## config.mk

```make
export PLATFORM = sky130hd
export DESIGN_NAME = serial_demux_rx
export DESIGN_NICKNAME = d
export VERILOG_FILES = /design/src/rtl/serial_demux_pkg.sv /design/src/rtl/serial_demux_rx_ch_buffer.sv /design/src/rtl/serial_demux_rx.sv
export SDC_FILE = /design/constraint.sdc
export NUM_CORES = 1
export LEC_CHECK = 0
export ABC_AREA = 1
export CAP_MARGIN = 40
export CORE_ASPECT_RATIO = 2
export CORE_MARGIN = 4
export CORE_UTILIZATION = 25
export DETAILED_ROUTE_END_ITERATION = 10
export GPL_ROUTABILITY_DRIVEN = 0
export PLACE_DENSITY = 0.5
export SYNTH_ARGS = -nofsm -noshare
export SYNTH_HDL_FRONTEND = slang
export SYNTH_HIERARCHICAL = 1
export SYNTH_SLANG_ARGS = --single-unit
export TNS_END_PERCENT = 100
```

## constraint.sdc

```tcl
create_clock -name clk -period 3.2 [get_ports clk]
set_input_delay 0.96 -clock clk [delete_from_list [all_inputs] [get_ports clk]]
set_output_delay 0.96 -clock clk [all_outputs]
set_load 0.02 [all_outputs]
```

## src/rtl/serial_demux_pkg.sv

```systemverilog
// Shared types and defaults for the serial demux receiver.
// Holds the receive FSM encoding and default frame widths.
package serial_demux_pkg;

  localparam int DEF_DATA_W = 8;
  localparam int DEF_CH_W   = 2;

  typedef enum logic [2:0] {
    IDLE,
    CHAN,
    DATA,
    PARITY,
    STOP
  } state_t;

endpackage

```

## src/rtl/serial_demux_rx_ch_buffer.sv

```systemverilog
// One-entry holding register with valid/ready for a single channel.
// full tells the receiver a delivery now would be dropped.
module ch_buffer #(
  parameter int DATA_W = 8
) (
  input  logic              clk,
  input  logic              rst,
  input  logic              load,
  input  logic              ready,
  input  logic [DATA_W-1:0] din,
  output logic [DATA_W-1:0] data,
  output logic              valid,
  output logic              full
);

  assign full = valid & ~ready;

  always_ff @(posedge clk or posedge rst) begin
    if (rst) begin
      data  <= '0;
      valid <= 1'b0;
    end else if (load) begin
      data  <= din;
      valid <= 1'b1;
    end else if (valid && ready) begin
      valid <= 1'b0;
    end
  end

endmodule

```

## src/rtl/serial_demux_rx.sv

```systemverilog
// Serial frame receiver: start, channel, data, even parity, stop.
// Delivers each good frame into a per-channel holding buffer.
module serial_demux_rx
  import serial_demux_pkg::*;
#(
  parameter int DATA_W = DEF_DATA_W,
  parameter int CH_W   = DEF_CH_W
) (
  input  logic                        clk,
  input  logic                        rst,
  input  logic                        rx_bit,
  input  logic                        rx_en,
  output logic [(2**CH_W)*DATA_W-1:0] ch_data,
  output logic [2**CH_W-1:0]          ch_valid,
  input  logic [2**CH_W-1:0]          ch_ready,
  output logic                        parity_err,
  output logic                        frame_err,
  output logic                        overrun
);

  localparam int N     = 2**CH_W;
  localparam int MAXW  = (CH_W > DATA_W) ? CH_W : DATA_W;
  localparam int CNT_W = (MAXW > 1) ? $clog2(MAXW) : 1;

  state_t            state;
  logic [CNT_W-1:0]  cnt;
  logic [CH_W-1:0]   ch_sr;
  logic [DATA_W-1:0] data_sr;
  logic              par;

  logic [CH_W:0]     ch_nx;
  logic [DATA_W:0]   data_nx;
  logic [N-1:0]      ch_full;
  logic [N-1:0]      load;
  logic              deliver;

  always_comb begin
    ch_nx   = {rx_bit, ch_sr};
    data_nx = {rx_bit, data_sr};
    // par is the running XOR of channel, data and parity bits
    deliver = rx_en && (state == STOP) && rx_bit
              && !par && !ch_full[ch_sr];
    load    = deliver ? (N'(1) << ch_sr) : '0;
  end

  always_ff @(posedge clk or posedge rst) begin
    if (rst) begin
      state      <= IDLE;
      cnt        <= '0;
      ch_sr      <= '0;
      data_sr    <= '0;
      par        <= 1'b0;
      parity_err <= 1'b0;
      frame_err  <= 1'b0;
      overrun    <= 1'b0;
    end else begin
      parity_err <= 1'b0;
      frame_err  <= 1'b0;
      overrun    <= 1'b0;
      if (rx_en) begin
        unique case (state)
          IDLE: begin
            if (!rx_bit) begin
              state <= CHAN;
              cnt   <= '0;
              par   <= 1'b0;
            end
          end
          CHAN: begin
            ch_sr <= ch_nx[CH_W:1];
            par   <= par ^ rx_bit;
            if (cnt == CNT_W'(CH_W-1)) begin
              state <= DATA;
              cnt   <= '0;
            end else begin
              cnt <= cnt + 1'b1;
            end
          end
          DATA: begin
            data_sr <= data_nx[DATA_W:1];
            par     <= par ^ rx_bit;
            if (cnt == CNT_W'(DATA_W-1)) begin
              state <= PARITY;
              cnt   <= '0;
            end else begin
              cnt <= cnt + 1'b1;
            end
          end
          PARITY: begin
            par   <= par ^ rx_bit;
            state <= STOP;
          end
          STOP: begin
            state      <= IDLE;
            frame_err  <= !rx_bit;
            parity_err <= rx_bit && par;
            overrun    <= rx_bit && !par && ch_full[ch_sr];
          end
          default: state <= IDLE;
        endcase
      end
    end
  end

  for (genvar k = 0; k < N; k++) begin : g_ch
    ch_buffer #(
      .DATA_W(DATA_W)
    ) u_buf (
      .clk  (clk),
      .rst  (rst),
      .load (load[k]),
      .ready(ch_ready[k]),
      .din  (data_sr),
      .data (ch_data[k*DATA_W +: DATA_W]),
      .valid(ch_valid[k]),
      .full (ch_full[k])
    );
  end

endmodule
```

### Word level (Yosys, flattened, before mapping)

Cells that the tools add are included.

* logic and storage cells: 91
* input port bits: 8
* bits in registers: 56

* $add $sub $neg: 1
* muxes and demuxes: 27
* magnitude comparators: 1
* shifts and indexed selects: 1
* eq/ne operators: 9
* bitwise gates (word level): 9
* reduce and logical (&&, ||, !) cells: 27

Operators with widths (number)
* two-way mux 3 bit: 6
* two-way mux 1 bit: 16
* one-hot mux 3 bit (4 select lines): 1
* logical AND 1 bit: 11
* nonzero test 2 bit: 5
* one-hot mux 3 bit (3 select lines): 1
* equality test 3 x 1 -> 1 bit, second input constant: 2
* equality test 3 x 2 -> 1 bit, second input constant: 2
* equality test 3 bit, second input constant: 2
* != test 2 bit, second input constant: 3
* AND reduction 3 bit: 2
* AND 1 bit: 4
* two-way mux 4 bit: 1
* inverter 1 bit: 4
* AND reduction 2 bit: 2
* AND reduction 4 bit: 1
* left shift 1 x 2 -> 4 bit, first input constant: 1
* adder 3 x 1 -> 3 bit, second input constant: 1
* logical NOT 1 bit: 3
* logical NOT 3 bit: 1
* < comparator 2 x 3 -> 1 bit, second input constant: 1
* nonzero test 3 bit: 1
* OR reduction 3 bit: 1
* binary-select mux 1 bit (select 2 bit): 1
* other kinds (2): 2

### Longest topological paths before layout

Gate-level depths: netlist of run 1.

* word-level depth: 8
* depth in mapped cells: 12

### Modules after synthesis

The synthesis of run 1 kept the hierarchy.

Modules (own cells, without submodules)
* ch_buffer: times used 4, seq. area each 225.2 um2, area each 349.1 um2, cells an instance 40
* serial_demux_rx: times used 1, seq. area each 500.5 um2, area each 1078.5 um2, cells an instance 142

### Worst setup path before layout of run 1

No wires, ideal clock.

* path type: input port to flip-flop
* start point: in rx_en
* end point: reg g_ch[0].u_buf.data[0]
* path slack: 1.105 ns
* path buffers: 2
* stages: 9
* data arrival time: 1.978 ns
* cell sequence: clkbuf_1 nand3_1 nor2_1 nand2_1 nor2_1 buf_6 inv_2 nand2_1 nand2_1

* cells in the longest elaborated chain, start to end: 5

Ends and longest elaborated chain
* start: declaration: line serial_demux_rx.sv:12 `input logic rx_en,`
* logical AND 1 bit (2 in a row): line serial_demux_rx.sv:41 `deliver = rx_en && (state == STOP) && rx_bit`
* logical AND 1 bit (2 in a row): line serial_demux_rx.sv:42 `&& !par && !ch_full[ch_sr];`
* two-way mux 4 bit: line serial_demux_rx.sv:43 `load = deliver ? (N'(1) << ch_sr) : '0;`
* named net load[0]: line serial_demux_rx.sv:34 `logic [N-1:0] load;`
* end signal: assignment: line serial_demux_rx_ch_buffer.sv:23 `data <= din;`
* end: declaration: line serial_demux_rx_ch_buffer.sv:11 `output logic [DATA_W-1:0] data,`

The timed path passes the listed nets, and every way through them passes these cells.
A chain may end at the register's enable or synchronous reset.

### Worst setup path in the final report of run 1

* start point: in ch_ready[0]
* end point: reg g_ch[0].u_buf.data[1]

* cells in the longest elaborated chain, start to end: 7

Ends and longest elaborated chain
* start: declaration: line serial_demux_rx.sv:15 `input logic [2**CH_W-1:0] ch_ready,`
* inverter 1 bit: line serial_demux_rx_ch_buffer.sv:16 `assign full = valid & ~ready;`
* AND 1 bit: line serial_demux_rx_ch_buffer.sv:16
* named net ch_full[0]: line serial_demux_rx.sv:33 `logic [N-1:0] ch_full;`
* binary-select mux 1 bit (select 2 bit): line serial_demux_rx.sv:42
* two-way mux 1 bit (implied by the code): line serial_demux_rx.sv:42
* logical NOT 1 bit: line serial_demux_rx.sv:42
* logical AND 1 bit: line serial_demux_rx.sv:42
* two-way mux 4 bit: line serial_demux_rx.sv:43
* named net load[0]: line serial_demux_rx.sv:34

The timed path passes the listed nets, and every way through them passes these cells. The select of a mux whose other input is x is not followed.

==> results of run 1 <==
[power breakdown]
part,switching (mW),internal (mW),leakage [nW]
clock network,0.247,0.312,0.0701
logic,0.342,0.222,0.911
registers,0.198,0.840,0.763
[worst paths after layout]
kind / from / endpoint / slack, ns / cells past startpoint
max in group asynchronous: rst / ch_sr[0] / 1.44 / 2
min: g_ch[1].u_buf/data[7] / g_ch[1].u_buf/data[7] / 0.47 / 2
max: ch_ready[0] / g_ch[0].u_buf/data[1] / 0.74 / 12
min reg2reg: g_ch[1].u_buf/data[7] / g_ch[1].u_buf/data[7] / 0.47 / 2
min in group asynchronous: rst / g_ch[1].u_buf/data[4] / 1.07 / 2
max reg2reg: state[0] / g_ch[0].u_buf/data[1] / 1.22 / 8
[worst min-delay path, cell delays in order, from the launching register on]
cell     delay, ns
dfrtp_1       0.34
nand2_1       0.05
nand2_1       0.05
[layout by cell type (no fill, tap or decap), drive strengths merged]
cell,n
ha,5
nand2,153
dfrtp,56
clkdlybuf4s50,46
or2,1
nor2,14
a21oi,4
inv,33
clkinvlp,1
buf,6
nor3,4
o21ai,4
clkbuf,7
nand3,18
o21bai,3
[registers in the layout, indices dropped and copies added (netlist names)]
register / cells
g_ch.u_buf/data: 32
frame_err: 1
par: 1
cnt: 3
ch_sr: 2
overrun: 1
state: 3
g_ch.u_buf/valid: 4
data_sr: 8
parity_err: 1
[layer usage]
metal | GRT usage, % | vias up
met5 | 0 | -
met4 | 5.25 | 0
met3 | 2.00 | 9
met2 | 22.9 | 28
met1 | 10.8 | 931
li1 | - | 1012
[layout make-up]
type | instances | area, sq um
multi-input cells | 206 | 891
flip-flops and latches | 56 | 1400
well taps | 132 | 165
clock inverters | 1 | 7.51
repair buffers | 52 | 505
inverters | 33 | 124
fillers | 1052 | 6460
clock buffers | 7 | 143
[logic make-up after synthesis]
logic type | count (synthesis)
AO/OA/AOI/OAI | 11
flip-flops | 56
adder cells (fa/ha/maj) | 5
buffers and inverters | 40
AND/OR/NAND/NOR | 190
[metrics by stage]
| step | hold slack [ns] | util, % | instances |
|---|---|---|---|
| after floorplan | 0.474 | - | 302 |
| after global placement | 0.456 | 31.8 | 479 |
| after detailed placement | 0.460 | 31.8 | 479 |
| after CTS | 0.477 | 33.4 | 487 |
| after global routing | 0.512 | 33.4 | 487 |
| final | 0.472 | 33.4 | 487 |
[cell usage after synthesis]
cell      count
nor3_4        1
nor2_1       14
nand3_1      18
o21bai_1      3
a21oi_1       3
inv_2         5
or2_2         1
dfrtp_1      56
buf_2         2
clkbuf_1      1
nand2_2       1
buf_6         4
a21oi_2       1
ha_1          5
o21ai_0       2
inv_1        28
nand2_1     152
nor3_2        1
nor3_1        2
o21ai_1       2
==> metrics.md, run 1 <==
| Metric | Value |
|---|---|
| Status | `completed` |
| Netlist Area Pre-Place | `0.00247 sq mm` |
| Synth Area in Adders | `2.53%` |
| Grt total ovfl | `0` |
| Met2 WL post-DR | `3750 um` |
| Crit-path max FO | `9` |
| Residual DRC | `0` |
| Vias in the first global route | `2074` |
| Clk Latency, worst-skew pair | `0.29 ns` |
| Clock Tree Buf Depth | `2` |
| Final Hold Fails | `0` |
| Crit path kind | `in2reg` |
| Vias per inst | `4.07` |
| Top delay family on crit path | `simple AND/OR/NAND/NOR gates` |
| Post-synthesis cell count | `302` |
| Fmax | `407 MHz` |
| Min Tclk post-route | `2.46 ns` |
| TritonCTS Buffers | `5` |
| Final setup vio count | `0` |
| Most frequent cell on the critical path | `nand2_1` |
| Clock sinks | `56` |
| VDD IR max | `0.237 mV` |
| Gr usage total | `11.4%` |
| Setup bufs post-CTS | `0` |
| First-pass DRT Iterations | `4` |
| Capturing element type of the critical path | `flip-flop` |
| Worst hold path type | `reg2reg` |
| DIE AREA | `0.0117 sq mm` |
| Post-Synth Simple-Gate Area | `30.8%` |
| Antenna Diode Count | `0` |
| Yosys warns | `6` |
| I/O pin count | `47` |
| Syn_area_per_cell | `8.19 sq um` |
| Core area | `0.00970 sq mm` |
| Top cell type's share of synthesized area | `56.6%` |
| Port buffer count | `46` |
| Root buffer cell | `clkbuf_16` |
| RSZ-0062 raised after global routing | `no` |
| Largest net degree at the start of global routing | `21` |
| Area grow syn2layout | `30.8%` |
| WP data arrival | `2.65 ns` |
| Die width | `78.4 um` |
| CP bufs+invs | `4` |
| Yosys top cell by area | `dfrtp_1` |
| Wire length on met3 | `182 um` |
| Period utilization | `76.8%` |
| Post-CTS sizing | `0` |
| CP max stage delay | `0.45 ns` |
| Dpl ws | `0.418 ns` |
| FF+latch count, synth | `56` |
| Critical-path cell list | `clkdlybuf4s50_1 > inv_1 > nand2_1 > inv_1 > nand2_1 > nand2_1 > a21oi_1 > nand2_1 > nor2_1 > inv_2 > nand2_1 > nand2_1` |
| Fraction of layout cells with a size suffix above 1 | `6.48%` |
| Compound-Gate Fraction of Synth Area | `2.68%` |
| Number of antenna violations at the first check in global routing | `0` |
| Worst endpoint required time | `3.39 ns` |
| Ranking of synthesized cells by area | `dfrtp_1, nand2_1, inv_1, nand3_1, ha_1` |
| Sequential share of the synthesized area | `56.6%` |
| CTS H-tree lvls | `2` |
| Multiplexer area fraction after synthesis | `0%` |
| Final instance area | `0.00324 sq mm` |
| Setup Skew | `0.00627 ns` |
| Setup TNS | `0 ns` |
| Starting Density | `25.5%` |
| Worst slew margin relative to its limit | `47.2%` |
| Routed vias | `1980` |
| Startpoint types | `primary input` |
| Measured slew at the worst slew-check pin | `0.791 ns` |
| Distinct cells, synth | `20` |
| Power Dens Cells | `668 mW/mm^2` |
| CTS tree | `yes` |
| Post-DP Area | `0.00309 sq mm` |
| Clock transition at path regs | `0.07 ns` |
| DP HPWL | `4880 um` |
| Row Count | `51` |
| 1st-iter DRT viols | `56` |
| Max-slew violation total from the final report | `0` |
| DR WL/cell | `12.7 um` |
| Nets | `367` |
| Final worst slack | `0.744 ns` |
| First-pass GRT wire length | `10200 um` |
| Xor/xnor share of the synthesized area | `0%` |
| Routed Wire Length | `6190 um` |
| Cts hold-fix bufs | `0` |
| Chip Height | `149 um` |
| Power, Total | `2.16 mW` |
| Syn nets | `315` |
| P_leak | `1.74 nW` |
| Slowest-stage cell, CP | `clkdlybuf4s50_1` |
| Main combinational cell family by area after synthesis | `simple AND/OR/NAND/NOR gates` |
| Post-DRT Antenna Nets | `0` |
| Max layer used | `met4` |
| Routed length on met1 | `2120 um` |
| Max-cap viol count | `0` |
No activity file was read; power rests on OpenSTA's default activity.
==> inputs of run 2 (changes only) <==
--- a/config.mk
+++ b/config.mk
@@ -12,7 +12,7 @@
 export CORE_UTILIZATION = 25
 export DETAILED_ROUTE_END_ITERATION = 10
 export GPL_ROUTABILITY_DRIVEN = 0
-export PLACE_DENSITY = 0.5
+export PLACE_DENSITY = 0.52
 export SYNTH_ARGS = -nofsm -noshare
 export SYNTH_HDL_FRONTEND = slang
 export SYNTH_HIERARCHICAL = 1
==> constraint.sdc (replaced) <==
create_clock -name clk -period 2.2 [get_ports clk]
set_input_delay 0.66 -clock clk [delete_from_list [all_inputs] [get_ports clk]]
set_output_delay 0.66 -clock clk [all_outputs]
set_load 0.02 [all_outputs]
==> run 2 against run 1 <==
- wire length up 0.94%
- hold slack about the same
- register-to-register slack worse by 0.75 ns
- setup slack worse by 0.53 ns
- combinational power up 46%
- sequential share of layout area down 0.77 points
- largest cell class unchanged
- highest routed layer unchanged
==> metrics.md, run 2 (synthesized netlist as in run 1, its figures left out) <==
| Metric | Value |
|---|---|
| Post-DRT Antenna Nets | `0 (unchanged)` |
| Setup Skew | `0.00604 ns (-0.000229 ns)` |
| Largest register FFs | `32 (unchanged)` |
| DP HPWL | `4940 um (+1.3%)` |
| Crit-path max FO | `8 (-1)` |
| Number of antenna violations at the first check in global routing | `0 (unchanged)` |
| Worst slew margin relative to its limit | `72.7% (+25 points)` |
| First-pass DRT Iterations | `4 (unchanged)` |
| Largest register by flop count | `g_ch.u_buf/data` |
| Final Hold Fails | `0 (unchanged)` |
| Max-cap viol count | `0 (unchanged)` |
| Worst hold start | `g_ch[1].u_buf/data[4]` |
| Power, Total | `3.11 mW (+44%)` |
| WHS Path Cells | `2 (unchanged)` |
| CTS tree | `yes` |
| Final setup vio count | `0 (unchanged)` |
| P_leak | `1.78 nW (+1.9%)` |
| Port buffer count | `46 (unchanged)` |
| Core area | `0.00970 sq mm (unchanged)` |
| Grt total ovfl | `0 (unchanged)` |
| First-pass GRT wire length | `10200 um (about the same)` |
| Power Dens Cells | `944 mW/mm^2 (+41%)` |
| WHS | `0.472 ns (-0.000160 ns)` |
| TritonCTS Buffers | `5 (unchanged)` |
| Chip Height | `149 um (unchanged)` |
| RSZ-0062 raised after global routing | `no` |
| Row Count | `51 (unchanged)` |
| Status | `completed` |
| Starting Density | `25.5% (unchanged)` |
| Worst hold path type | `reg2reg` |
| Worst hold endpoint | `g_ch[1].u_buf/data[4]` |
| Cts hold-fix bufs | `0 (unchanged)` |
| Area grow syn2layout | `33.2%` |
| Startpoint types | `primary input` |
| Clock transition at path regs | `0.07 ns (about the same)` |
| Worst endpoint required time | `2.44 ns (-0.95 ns)` |
| Routed vias | `2048 (+3.4%)` |
| DR WL/cell | `12.6 um (-0.69%)` |
| Residual DRC | `0 (unchanged)` |
| Period utilization | `90.2%` |
| Root buffer cell | `clkbuf_16` |
| Flop2flop setup slack | `0.47 ns (-0.75 ns)` |
| VDD IR max | `0.321 mV (+36%)` |
| Regs by FF count | `g_ch.u_buf/data: 32 flops, data_sr: 8 flops, g_ch.u_buf/valid: 4 flops` |
| Fraction of layout cells with a size suffix above 1 | `8.82% (+2.3 points)` |
| Antenna Diode Count | `0 (unchanged)` |
| Clk Latency, worst-skew pair | `0.29 ns (about the same)` |
| Max-slew violation total from the final report | `0 (unchanged)` |
| Reg2reg start | `state[0]` |
| I/O pin count | `47 (unchanged)` |
| Filler cells | `1046 (-0.57%)` |
| Fmax | `504 MHz` |
| Gr usage total | `11.4% (about the same)` |
| 1st-iter DRT viols | `124 (+120%)` |
| Min Tclk post-route | `1.98 ns` |
| WP data arrival | `2.22 ns (-0.43 ns)` |
| Nets | `375 (+2.2%)` |
| Clock sinks | `56 (unchanged)` |
| Reg2reg end | `g_ch[0].u_buf/data[5]` |
| Most common cell after layout, fill and taps aside | `nand2_1` |
| Largest net degree at the start of global routing | `21 (unchanged)` |
| Measured slew at the worst slew-check pin | `0.409 ns (-0.383 ns)` |
| Die width | `78.4 um (unchanged)` |
| Clock Tree Buf Depth | `2 (unchanged)` |
| R2r worst-path depth | `9 (+1)` |
| Vias in the first global route | `2048 (-1.3%)` |
| Crit path kind | `in2reg` |
| Vias per inst | `4.14 (+1.8%)` |
| Capturing element type of the critical path | `flip-flop` |
| Routed Wire Length | `6250 um (+0.94%)` |
| Most frequent cells in the layout | `nand2_1, dfrtp_1, clkdlybuf4s50_1` |
| DIE AREA | `0.0117 sq mm (unchanged)` |
| CTS H-tree lvls | `2 (unchanged)` |
[run 2: cell count changes in the layout (fill, tap and decap cells not counted)]
cell        previous run  this run
clkbuf_8               1         0
clkinvlp_4             1         2
clkinv_4               0         1
clkbuf_1               1         0
buf_4                  6        14
[run 2: metrics by stage]
step	area [sq um]	cells	util, %	setup slack (ns)	setup TNS (ns)
after floorplan	2470	302	-	0.405	0
after global placement	3130	485	32.3	-0.118	-2.71
after detailed placement	3130	485	32.3	-0.118	-2.92
after CTS	3280	493	33.8	0.192	0
after global routing	3300	495	34.0	0.0313	0
final	3300	495	34.0	0.215	0
[run 2: layout make-up]
type / instances / area, sq um / share of cell area (%)
well taps: 132 / 165 / 5.01
flip-flops and latches: 56 / 1400 / 42.5
repair buffers: 60 / 566 / 17.2
clock inverters: 3 / 23.8 / 0.721
multi-input cells: 206 / 891 / 27.0
inverters: 33 / 124 / 3.76
clock buffers: 5 / 125 / 3.80
[run 2: repair_timing]
item / in CTS / in global routing
buffers inserted: 0 / 2
resized for setup: 0 / 0
setup endpoints to repair: 0 / 2
[run 2: worst max-delay path by stage]
| stage | from | endpoint | slack (ns) | cells past startpoint |
|---|---|---|---|---|
| floorplan | rx_en | g_ch[0].u_buf/data[0] | 0.40 | 9 |
| global placement | ch_ready[2] | g_ch[1].u_buf/data[4] | -0.12 | 13 |
| detailed placement | ch_ready[3] | g_ch[2].u_buf/data[5] | -0.12 | 13 |
| CTS | ch_ready[3] | g_ch[0].u_buf/data[5] | 0.19 | 13 |
| global route | ch_ready[3] | g_ch[2].u_buf/data[5] | 0.03 | 13 |
| finish | ch_ready[3] | g_ch[0].u_buf/data[5] | 0.22 | 13 |
[run 2: critical path: stages]
cell	delay [ns]
clkdlybuf4s50_1	0.45
inv_1	0.04
nand2_1	0.07
inv_1	0.05
nand3_1	0.08
nand2_1	0.06
a21oi_1	0.14
nand2_1	0.12
nor2_1	0.12
buf_4	0.13
buf_4	0.13
nand2_1	0.08
nand2_1	0.08
[run 2: power by group]
group	internal, mW	switching [mW]
clock	0.424	0.373
sequential	1.22	0.271
combinational	0.329	0.493
total	1.98	1.14
[run 2: metal layers]
metal / vias to the layer above / GRT usage (%) / share of wire (%)
li1: 1028 / - / -
met1: 974 / 10.2 / 33
met2: 38 / 23.4 / 61
met3: 8 / 2.48 / 3.4
met4: 0 / 4.90 / 2.2
met5: - / 0 / 0
==> inputs of run 3 (changes only) <==
--- a/config.mk
+++ b/config.mk
@@ -13,8 +13,8 @@
 export DETAILED_ROUTE_END_ITERATION = 10
 export GPL_ROUTABILITY_DRIVEN = 0
 export PLACE_DENSITY = 0.52
+export SLEW_MARGIN = 20
 export SYNTH_ARGS = -nofsm -noshare
 export SYNTH_HDL_FRONTEND = slang
-export SYNTH_HIERARCHICAL = 1
 export SYNTH_SLANG_ARGS = --single-unit
 export TNS_END_PERCENT = 100
==> run 3 against run 2 <==
- final area increased by 1.2%
- via count fell by 1.4%
- clock skew up 0.0013 ns
- critical endpoint is now ch_data[7]
- highest routed layer unchanged
==> metrics.md, run 3 <==
| Metric | Value |
|---|---|
| Dpl ws | `0.0822 ns (+0.200 ns)` |
| DIE AREA | `0.0121 sq mm (+4.1%)` |
| Setup bufs post-CTS | `0 (unchanged)` |
| Syn nets | `294 (-6.7%)` |
| Antenna Diode Count | `0 (unchanged)` |
| Clock sinks | `56 (unchanged)` |
| CTS tree | `yes` |
| Min Tclk post-route | `1.97 ns (-0.0134 ns)` |
| Sequential share of the synthesized area | `54.2% (-2.4 points)` |
| Post-synthesis cell count | `281 (-7.0%)` |
| Setup Skew | `0.00731 ns (+0.00127 ns)` |
| Post-DP Area | `0.00318 sq mm (+1.7%)` |
| I/O pin count | `47 (unchanged)` |
| Row Count | `52 (+2.0%)` |
| Routed vias | `2020 (-1.4%)` |
| Die width | `79.9 um (+2.0%)` |
| Synth async-reset ratio | `100% (unchanged)` |
| Regs by FF count | `g_ch.u_buf.data: 32 flops, data_sr: 8 flops, g_ch.u_buf.valid: 4 flops` |
| First-pass DRT Iterations | `4 (unchanged)` |
| Final Core Density | `32.9% (-1.1 points)` |
| Synth Flop Type | `dfrtp_1` |
| Root buffer cell | `clkbuf_16` |
| RSZ-0062 raised after global routing | `no` |
| Final worst slack | `0.229 ns (+0.0134 ns)` |
| Setup TNS | `0 ns (unchanged)` |
| Max-slew violation total from the final report | `0 (unchanged)` |
| Grt total ovfl | `0 (unchanged)` |
| Worst slew margin relative to its limit | `69.2% (-3.5 points)` |
| Yosys warns | `0 (-6)` |
| Critical-path cell list | `clkdlybuf4s50_1` |
| Ranking of synthesized cells by area | `dfrtp_1, nand2_1, nand4_1, inv_1, o21ai_0` |
| Power Dens Cells | `1100 mW/mm^2 (+17%)` |
| Worst endpoint required time | `1.54 ns (-0.90 ns)` |
| 1st-iter DRT viols | `141 (+14%)` |
| DR WL/cell | `13.1 um (+3.4%)` |
| First-pass GRT wire length | `10200 um (-0.67%)` |
| Residual DRC | `0 (unchanged)` |
| Fraction of layout cells with a size suffix above 1 | `9.67% (+0.85 points)` |
| Post-CTS sizing | `0 (unchanged)` |
| Max-cap viol count | `0 (unchanged)` |
| Status | `completed` |
| Most common cell in the netlist | `nand2_1` |
| Largest register by flop count | `g_ch.u_buf.data` |
| TritonCTS Buffers | `5 (unchanged)` |
| Cts hold-fix bufs | `0 (unchanged)` |
| Starting Density | `25.5% (-0.035 points)` |
| P_leak | `1.64 nW (-7.8%)` |
| Measured slew at the worst slew-check pin | `0.458 ns (+0.0488 ns)` |
| Clk Latency, worst-skew pair | `0.30 ns (about the same)` |
| Top post-synthesis cells by count | `nand2_1, dfrtp_1, nand4_1` |
| Worst hold path type | `reg2reg` |
| DP HPWL | `4560 um (-7.7%)` |
| Area grow syn2layout | `28.9%` |
| CP bufs+invs | `1 (-4)` |
| Final setup vio count | `0 (unchanged)` |
| Vias in the first global route | `2044 (-0.20%)` |
| Flop2flop setup slack | `0.50 ns (+0.03 ns)` |
| Period utilization | `89.6% (-0.61 points)` |
| Syn_area_per_cell | `9.20 sq um (+12%)` |
| Largest register FFs | `32 (unchanged)` |
| Fmax | `507 MHz (+0.68%)` |
| Core area | `0.0101 sq mm (+4.6%)` |
| Most frequent cells in the layout | `nand2_1, dfrtp_1, clkdlybuf4s50_1` |
| Top delay family on crit path | `buffers and inverters` |
| Number of antenna violations at the first check in global routing | `0 (unchanged)` |
| Final Hold Fails | `0 (unchanged)` |
| VDD IR max | `0.423 mV (+32%)` |
| Clock Tree Buf Depth | `2 (unchanged)` |
| Top cell type's share of synthesized area | `54.2% (-2.4 points)` |
| Final instance area | `0.00333 sq mm (+1.2%)` |
| Slowest-stage cell, CP | `clkdlybuf4s50_1` |
| Post-Layout Cell Count | `466 (-5.9%)` |
| Vias per inst | `4.33 (+4.8%)` |
| Nets | `343 (-8.5%)` |
| FF+latch count, synth | `56 (unchanged)` |
| Most common cell after layout, fill and taps aside | `nand2_1` |
| Chip Height | `152 um (+2.1%)` |
| Port buffer count | `46 (unchanged)` |
| CP max stage delay | `0.62 ns (+0.17 ns)` |
| CTS H-tree lvls | `2 (unchanged)` |
| Clock transition at path regs | `0.07 ns (about the same)` |
| WP data arrival | `1.31 ns (-0.91 ns)` |
| Crit-path max FO | `2 (-6)` |
| Post-DRT Antenna Nets | `0 (unchanged)` |
| Cell total after placement | `458 (-5.6%)` |
| Crit path kind | `reg2out` |
| Routed Wire Length | `6080 um (-2.6%)` |
| Post-synth EDFFs | `0 (unchanged)` |
| Capturing element type of the critical path | `primary output` |
| Netlist Area Pre-Place | `0.00259 sq mm (+4.5%)` |
| Largest net degree at the start of global routing | `57 (+170%)` |
| Distinct cells, synth | `24 (+20%)` |
| Startpoint types | `flip-flop` |
| Gr usage total | `10.7% (-0.76 points)` |
| Yosys top cell by area | `dfrtp_1` |
| Filler cells | `1115 (+6.6%)` |
==> run 3: changes by cell type in the layout (fill, tap and decap cells not counted), sizes merged, moves of 2 or more <==
cell / before / now
buf: 14 / 7
o21bai: 3 / 0
inv: 33 / 25
nand2: 153 / 107
nor3: 4 / 1
o21ai: 4 / 15
nand4: 0 / 32
clkbuf: 5 / 7
nand3: 18 / 9
==> run 3: kinds of logic after synthesis <==
group,after synthesis,synth area share [%]
AND/OR/NAND/NOR,164,31.3
flip-flops,56,54.2
buffers and inverters,36,7.84
AO/OA/AOI/OAI,19,3.77
adder cells (fa/ha/maj),5,2.42
multiplexers,1,0.435
==> run 3: layout make-up <==
type / count / area, sq um / area share [%]
Sequential cell: 56 / 1400 / 42.0
Tap cell: 135 / 169 / 5.07
Inverter: 25 / 93.8 / 2.81
Clock inverter: 1 / 7.51 / 0.225
Clock buffer: 7 / 143 / 4.28
Multi-Input combinational cell: 189 / 982 / 29.5
Timing Repair Buffer: 53 / 538 / 16.1
==> run 3: path summary, 6_finish.rpt <==
path                                       start               endpoint  cells after the start
max                        g_ch[0].u_buf.data[7]             ch_data[7]                      1
min                        g_ch[2].u_buf.data[0]  g_ch[2].u_buf.data[0]                      2
max reg2reg                             ch_sr[1]  g_ch[3].u_buf.data[3]                      9
min reg2reg                g_ch[2].u_buf.data[0]  g_ch[2].u_buf.data[0]                      2
max in group asynchronous                    rst             parity_err                      3
min in group asynchronous                    rst  g_ch[1].u_buf.data[5]                      3
==> run 3: per-stage QoR <==
stage | power [mW] | hold slack [ns]
after floorplan | 2.52 | 0.469
after global placement | 2.85 | 0.459
after detailed placement | 2.89 | 0.458
after CTS | 3.72 | 0.476
after global routing | 3.92 | 0.497
final | 3.67 | 0.474
==> run 3: where the power goes <==
group	leakage [nW]	switching [mW]	total [mW]	internal, mW
logic	0.814	0.832	1.29	0.463
clock network	0.0701	0.363	0.818	0.455
registers	0.755	0.300	1.56	1.26
==> run 3: routing by layer <==
layer	share of wire (%)	GRT usage [%]	up-vias
met3	3.7	2.31	7
met5	0	0	-
met4	1.8	4.11	0
met1	38	11.2	965
met2	57	19.9	33
li1	-	-	1015
